## src/rtl/cla_pipe_addsub.sv

```systemverilog
// Pipelined carry-lookahead adder/subtractor: one BLOCK-wide lookahead slice per stage,
// carry and pending operand slices registered stage to stage, valid/ready handshake.
module cla_pipe_addsub #(
  parameter int WIDTH = 32,
  parameter int BLOCK = 8
) (
  input  logic             clock,
  input  logic             reset_n,
  input  logic             in_valid,
  output logic             in_ready,
  input  logic [WIDTH-1:0] a,
  input  logic [WIDTH-1:0] b,
  input  logic             sub,
  input  logic             cin,
  output logic             out_valid,
  input  logic             out_ready,
  output logic [WIDTH-1:0] sum,
  output logic             cout,
  output logic             ovf,
  output logic             zero
);

  localparam int NSTG = WIDTH / BLOCK;

  logic adv;

  // Returns {carry out, slice sum}; the carry chain unrolls into flat G/P lookahead terms.
  function automatic logic [BLOCK:0] cla_slice(input logic [BLOCK-1:0] x,
                                               input logic [BLOCK-1:0] y,
                                               input logic             c0);
    logic [BLOCK-1:0] g;
    logic [BLOCK-1:0] p;
    logic [BLOCK:0]   c;
    g    = x & y;
    p    = x ^ y;
    c    = '0;
    c[0] = c0;
    for (int unsigned i = 0; i < BLOCK; i++) begin
      c[i+1] = g[i] | (p[i] & c[i]);
    end
    return {c[BLOCK], p ^ c[BLOCK-1:0]};
  endfunction

  for (genvar k = 0; k < NSTG; k++) begin : g_stg
    localparam int IW = WIDTH - k * BLOCK;

    logic [IW-1:0]          a_in;
    logic [IW-1:0]          b_in;
    logic                   c_in;
    logic                   v_in;
    logic                   v_q;
    logic [BLOCK:0]         r;
    logic [(k+1)*BLOCK-1:0] s_d;
    logic [(k+1)*BLOCK-1:0] s_q;

    if (k == 0) begin : g_head
      assign a_in = a;
      assign b_in = sub ? ~b : b;
      assign c_in = sub | cin;
      assign v_in = in_valid;
      assign s_d  = r[BLOCK-1:0];
    end else begin : g_body
      // Only the not-yet-added upper operand slices travel forward; low slice is always next.
      assign a_in = g_stg[k-1].g_fwd.a_q;
      assign b_in = g_stg[k-1].g_fwd.b_q;
      assign c_in = g_stg[k-1].g_fwd.c_q;
      assign v_in = g_stg[k-1].v_q;
      assign s_d  = {r[BLOCK-1:0], g_stg[k-1].s_q};
    end

    assign r = cla_slice(a_in[BLOCK-1:0], b_in[BLOCK-1:0], c_in);

    always_ff @(posedge clock) begin
      if (!reset_n) begin
        v_q <= 1'b0;
        s_q <= '0;
      end else if (adv) begin
        v_q <= v_in;
        s_q <= s_d;
      end
    end

    if (k < NSTG - 1) begin : g_fwd
      logic [IW-BLOCK-1:0] a_q;
      logic [IW-BLOCK-1:0] b_q;
      logic                c_q;

      always_ff @(posedge clock) begin
        if (adv) begin
          a_q <= a_in[IW-1:BLOCK];
          b_q <= b_in[IW-1:BLOCK];
          c_q <= r[BLOCK];
        end
      end
    end else begin : g_tail
      logic cout_q;
      logic ovf_q;
      logic zero_q;

      // Carry into the MSB is recovered as a^b^sum at that bit of the last slice.
      always_ff @(posedge clock) begin
        if (!reset_n) begin
          cout_q <= 1'b0;
          ovf_q  <= 1'b0;
          zero_q <= 1'b0;
        end else if (adv) begin
          cout_q <= r[BLOCK];
          ovf_q  <= r[BLOCK] ^ (a_in[IW-1] ^ b_in[IW-1] ^ r[BLOCK-1]);
          zero_q <= ~|s_d;
        end
      end
    end
  end

  assign out_valid = g_stg[NSTG-1].v_q;
  assign sum       = g_stg[NSTG-1].s_q;
  assign cout      = g_stg[NSTG-1].g_tail.cout_q;
  assign ovf       = g_stg[NSTG-1].g_tail.ovf_q;
  assign zero      = g_stg[NSTG-1].g_tail.zero_q;
  assign adv       = ~out_valid | out_ready;
  assign in_ready  = adv;

endmodule

```

## config.mk

```make
export PLATFORM = sky130hd
export DESIGN_NAME = cla_pipe_addsub
export DESIGN_NICKNAME = d
export VERILOG_FILES = /design/src/rtl/cla_pipe_addsub.sv
export SDC_FILE = /design/constraint.sdc
export NUM_CORES = 1
export LEC_CHECK = 0
export ABC_AREA = 1
export BUFFER_PORTS_ARGS = -buffer_cell sky130_fd_sc_hd__buf_2
export CORE_MARGIN = 2
export CORE_UTILIZATION = 40
export CTS_BUF_LIST = sky130_fd_sc_hd__clkbuf_16
export CTS_CLUSTER_SIZE = 8
export DETAILED_ROUTE_END_ITERATION = 8
export GPL_ROUTABILITY_DRIVEN = 0
export SKIP_CTS_REPAIR_TIMING = 1
export SLEW_MARGIN = 15
export SYNTH_ARGS = -nofsm -noshare
export SYNTH_HDL_FRONTEND = slang
export SYNTH_SLANG_ARGS = --single-unit
```

## constraint.sdc

```tcl
create_clock -name clock -period 12 [get_ports clock]
set_input_delay 2.4 -clock clock [delete_from_list [all_inputs] [get_ports clock]]
set_output_delay 2.4 -clock clock [all_outputs]
set_load 0.005 [all_outputs]
```

# Yosys cells after proc, flatten, opt, wreduce, memory -nomap -nowiden
# Cells that the tools add are included.
# classes
muxes	1
bitwise_logic	83
reduce_logical	2
# ops
op	count
XOR 8 bit	8
OR 1 bit	34
AND 1 bit	32
AND 8 bit	4
2-to-1 mux 32 bit	1
NOT 32 bit	1
OR reduction 32 bit	1
XOR 1 bit	3
zero test 1 bit	1
NOT 1 bit	1
# word_totals
regBits	186

# Longest topological paths before layout
# depth
word_depth	19
mapped_depth	17
ltp_nobuf	17

# Worst setup path before layout
# Ideal clock, no wire load.
# synth_timing
path_kind	input port to flip-flop
start	in sub
end	reg g_stg[0].s_q[7]
setup_ns	0.113
arrival_time_ns	6.349
t_required_ns	11.887
setup_slack_ns	5.538
stages	14
path_cell_list	buf_2 > buf_4 > xnor2_1 > fa_1 > fa_1 > fa_1 > fa_1 > fa_1 > fa_1 > fa_1 > inv_1 > fa_1 > nor2_1 > nor2_1
# synth_via
elab_chain_len	17
elab_cells_between_ends	19
cone_classes	mux (1); bitwise (18)
# synth_rtl
element	line	text
start, declared	13	input logic sub,
2-to-1 mux 32 bit	58	assign b_in = sub ? ~b : b;
XOR 8 bit	35	p = x ^ y;
AND 1 bit	39	c[i+1] = g[i] | (p[i] & c[i]);
OR 1 bit	39	
AND 1 bit	39	
OR 1 bit	39	
AND 1 bit	39	
OR 1 bit	39	
[... 2 more ...]	-	
AND 1 bit	39	
OR 1 bit	39	
AND 1 bit	39	
OR 1 bit	39	
AND 1 bit	39	
OR 1 bit	39	
XOR 8 bit (*)	41	return {c[BLOCK], p ^ c[BLOCK-1:0]};
net g_stg[0].r[7]	52	logic [BLOCK:0] r;
end signal, assigned	76	s_q <= '0;
end signal, assigned	79	s_q <= s_d;
end, declared	54	logic [(k+1)*BLOCK-1:0] s_q;
# Mark *: on every way through the listed nets, which the timed path passes. The rest lies on a longest branch.
# A chain may end at the register's enable or synchronous reset.

# Final worst setup path
# Ends and elaborated chain as after synthesis.

==> PnR_summary.wiki <==
{| class="wikitable"
! Metric !! Value
|-
| Max_slew headroom || 29.4%
|-
| Worst hold path cell count || 0
|-
| P_sw || 0.391 mW
|-
| Nets in the synthesized netlist || 675
|-
| Portion of synthesized cell area occupied by the leading cell type || 41.0%
|-
| Switching share of power || 25.4%
|-
| Hold endpoint || g_stg[2].g_fwd.b_q[3]
|-
| Layout overhead on the synthesized area || 17.4%
|-
| Critical path required time || 12.32 ns
|-
| Height of the die || 139 um
|-
| DR DRC count || 0
|-
| Residual overflow from global routing || 0
|-
| Total die area || 19200 um2
|-
| Clock share of power || 37.6%
|-
| Pre-CTS setup slack || 5.08 ns
|-
| Largest cells by area after synthesis || edfxtp_1 (41%), dfxtp_1 (24%), fa_1 (8.8%)
|-
| Clock Path Buffers || 2
|-
| Max VDD drop || 0.0959 mV
|-
| Top_reg_cell synth || edfxtp_1
|-
| Startpoint of the most critical hold path || g_stg[1].g_fwd.b_q[11]
|-
| Number of placement rows || 49
|-
| DRT antenna net count || 0
|-
| Total Routed Length || 12.5 mm
|-
| Area after detailed placement || 7880 um2
|-
| Area of the core region || 17800 um2
|-
| TritonCTS Buffers || 17
|-
| Critical-path maximum fanout || 33
|-
| Top cell types by occurrence after synthesis || edfxtp_1 (99), dfxtp_1 (87), nor2_1 (80)
|-
| Synthesized flop and latch total || 186
|-
| Vias in the first global route || 4214
|-
| Reg2Reg Depth || 14
|-
| Clock-pin slew reported for the worst setup and hold paths after clock tree synthesis || 0.07 ns
|-
| Minimum setup slack in the final design || 5.57 ns
|-
| Critical Path Sink Type || register
|-
| Cell-internal power || 1.15 mW
|-
| Count of endpoints failing hold in the final timing report || 0
|-
| EDFF count, synth || 99
|-
| Wire length on met1 || 5.60 mm
|-
| Power consumption || 1.54 mW
|-
| Relative contribution of sequential cells to total power || 50.6%
|-
| Critical R2R Launch || g_stg[2].g_fwd.a_q[0]
|-
| Total met2 wirelength after detailed routing || 6.16 mm
|-
| Part of the Yosys area used for sequential elements || 65.1%
|-
| Iteration-0 DRC Markers || 230
|-
| Slew at the pin with the worst max-slew slack || 1.06 ns
|-
| Pwr per Cell Area || 181 nW/um2
|-
| Worst setup path class || in2reg
|-
| Top routing layer in use || met4
|-
| Fmax achieved || 0.155 GHz
|-
| Total inserted antenna cells || 0
|-
| Pre-Repair DR Iteration Count || 4
|-
| Static leakage || 3.54 nW
|-
| Starting Density || 40.6%
|-
| Post-layout net count || 774
|-
| Worst Hold Class || reg2reg
|-
| Share of power burned in combinational logic || 11.7%
|-
| Total routing usage reported by global routing || 13.4%
|-
| Cell type contributing the most total cell area after synthesis || edfxtp_1
|-
| WL met3 || 579 um
|-
| TritonCTS clock tree || done
|-
| Level count of the clock H-tree || 4
|-
| Clock Skews || 0.00736 ns
|-
| Number of sinks on the clock net || 186
|-
| Largest net degree at the start of global routing || 94
|-
| Final Max Tran Viols || 0
|-
| Synth warnings || 0
|-
| Number of port buffers || 106
|-
| Avg Vias per Cell || 4.59
|-
| Finish-stage setup viols || 0
|-
| Die outline width || 139 um
|-
| Min Tclk post-route || 6.43 ns
|-
| Clock tree root buffer cell || clkbuf_16
|-
| Reg-to-Reg End || ovf
|-
| Fraction of final layout cells sized beyond drive strength 1 || 24.6%
|-
| Worst EP arrival || 6.75 ns
|-
| Most common cell in the synthesized netlist || edfxtp_1
|-
| Worst skew pair latency || 0.43 ns
|-
| Global-route wire length before repair || 20.2 mm
|-
| Average wire per standard cell || 13.7 um
|-
| Outcome || completed
|-
| Post-Syn Area || 7250 um2
|-
| Mapped Cells || 572
|-
| Slack of the worst reg-to-reg path || 7.81 ns
|-
| Type of origin of the critical path || input port
|-
| Number of distinct library cells after synthesis || 23
|-
| HPWL after detailed placement || 8.15 mm
|-
| Setup total negative slack || 0 ns
|-
| Via count || 4192
|-
| Share of async-settable or async-resettable flops after synthesis || 0%
|-
| Cell area after layout || 8510 um2
|-
| Antenna violations before repair || 0
|-
| I/O pin count || 107
|-
| Max-Cap Viols || 0
|-
| Post-route clock period utilization || 53.6%
|-
| RSZ-0062 raised after global routing || no
|-
| Post-synthesis area per instance || 12.7 um2
|}
## final cells by class
| type | count | area [um2] |
|---|---|---|
| Clock buffer | 17 | 425 |
| Clock inverter | 15 | 200 |
| Fill cell | 1577 | 9330 |
| Inverter | 55 | 206 |
| Multi-Input combinational cell | 300 | 2110 |
| Sequential cell | 186 | 4710 |
| Tap cell | 229 | 287 |
| Timing Repair Buffer | 111 | 568 |
## worst max-delay path, cell delays in order
cell	delay, ns
buf_2	0.07
buf_4	0.45
xnor2_1	0.19
fa_1	0.41
fa_1	0.44
fa_1	0.43
fa_1	0.43
fa_1	0.43
fa_1	0.43
fa_1	0.39
inv_1	0.08
fa_1	0.41
nor2_1	0.11
nor2_1	0.06
## worst max-delay path by stage
stage / to / cells past startpoint / from / slack (ns)
after global routing: g_stg[0].s_q[7] / 14 / sub / 5.30
after detailed placement: g_stg[0].s_q[7] / 14 / sub / 5.08
final: g_stg[0].s_q[7] / 14 / sub / 5.57
after global placement: g_stg[0].s_q[7] / 14 / sub / 5.18
after floorplan: g_stg[0].s_q[7] / 14 / sub / 5.54
after CTS: g_stg[0].s_q[7] / 14 / sub / 5.53
## placed cells by master, fill, tap and decap left out
master	count
buf_4	5
dfxtp_1	87
inv_8	5
fa_1	32
inv_2	2
xor2_1	26
o21ai_2	11
inv_6	3
clkinv_8	2
nand4_1	2
a21oi_1	43
nand3_1	3
edfxtp_1	99
clkinvlp_4	1
xnor2_1	8
o21ai_1	36
bufinv_16	2
nand2_8	1
clkbuf_16	17
clkinv_4	2
nand2_1	8
nor2_1	80
buf_2	106
inv_1	53
o21ai_0	38
ha_1	1
a21oi_2	11
## power groups by stage
stage | sequential, mW | clock (mW) | combinational (mW)
after CTS | 0.782 | 0.596 | 0.185
after detailed placement | 0.795 | 0 | 0.183
final | 0.780 | 0.580 | 0.180
after floorplan | 0.788 | 0 | 0.121
after global placement | 0.793 | 0 | 0.177
after global routing | 0.790 | 0.619 | 0.209
## per-layer routing
layer / up-vias / track usage [%]
met2: 95 / 22.3
met3: 13 / 3.76
li1: 2110 / -
met5: - / 0
met1: 1974 / 16.7
met4: 0 / 5.59
## cells by family after synthesis
group	Yosys count	share of synthesized area [%]
fa+ha+maj	33	9.01
buf+inv	86	5.99
xor+xnor	34	4.11
simple gates	94	5.09
flops	186	65.1
compound gates	139	10.7
## sequential cells by signal, indices dropped and copies added (netlist names)
register and count:
g_stg.v_q 3, zero 1, g_stg.g_fwd.a_q 48, g_stg.g_fwd.c_q 3
g_stg.s_q 48, sum 32, ovf 1, out_valid 1
g_stg.g_fwd.b_q 48, cout 1
## per-stage QoR
step	util [%]	cells	hold slack, ns
2_1_floorplan	-	572	0.400
3_3_place_gp	44.2	881	0.403
3_5_place_dp	44.2	881	0.405
4_1_cts	47.7	913	0.421
5_1_grt	47.7	913	0.431
6_report	47.7	913	0.421
Power figures use the tool's default switching activity.
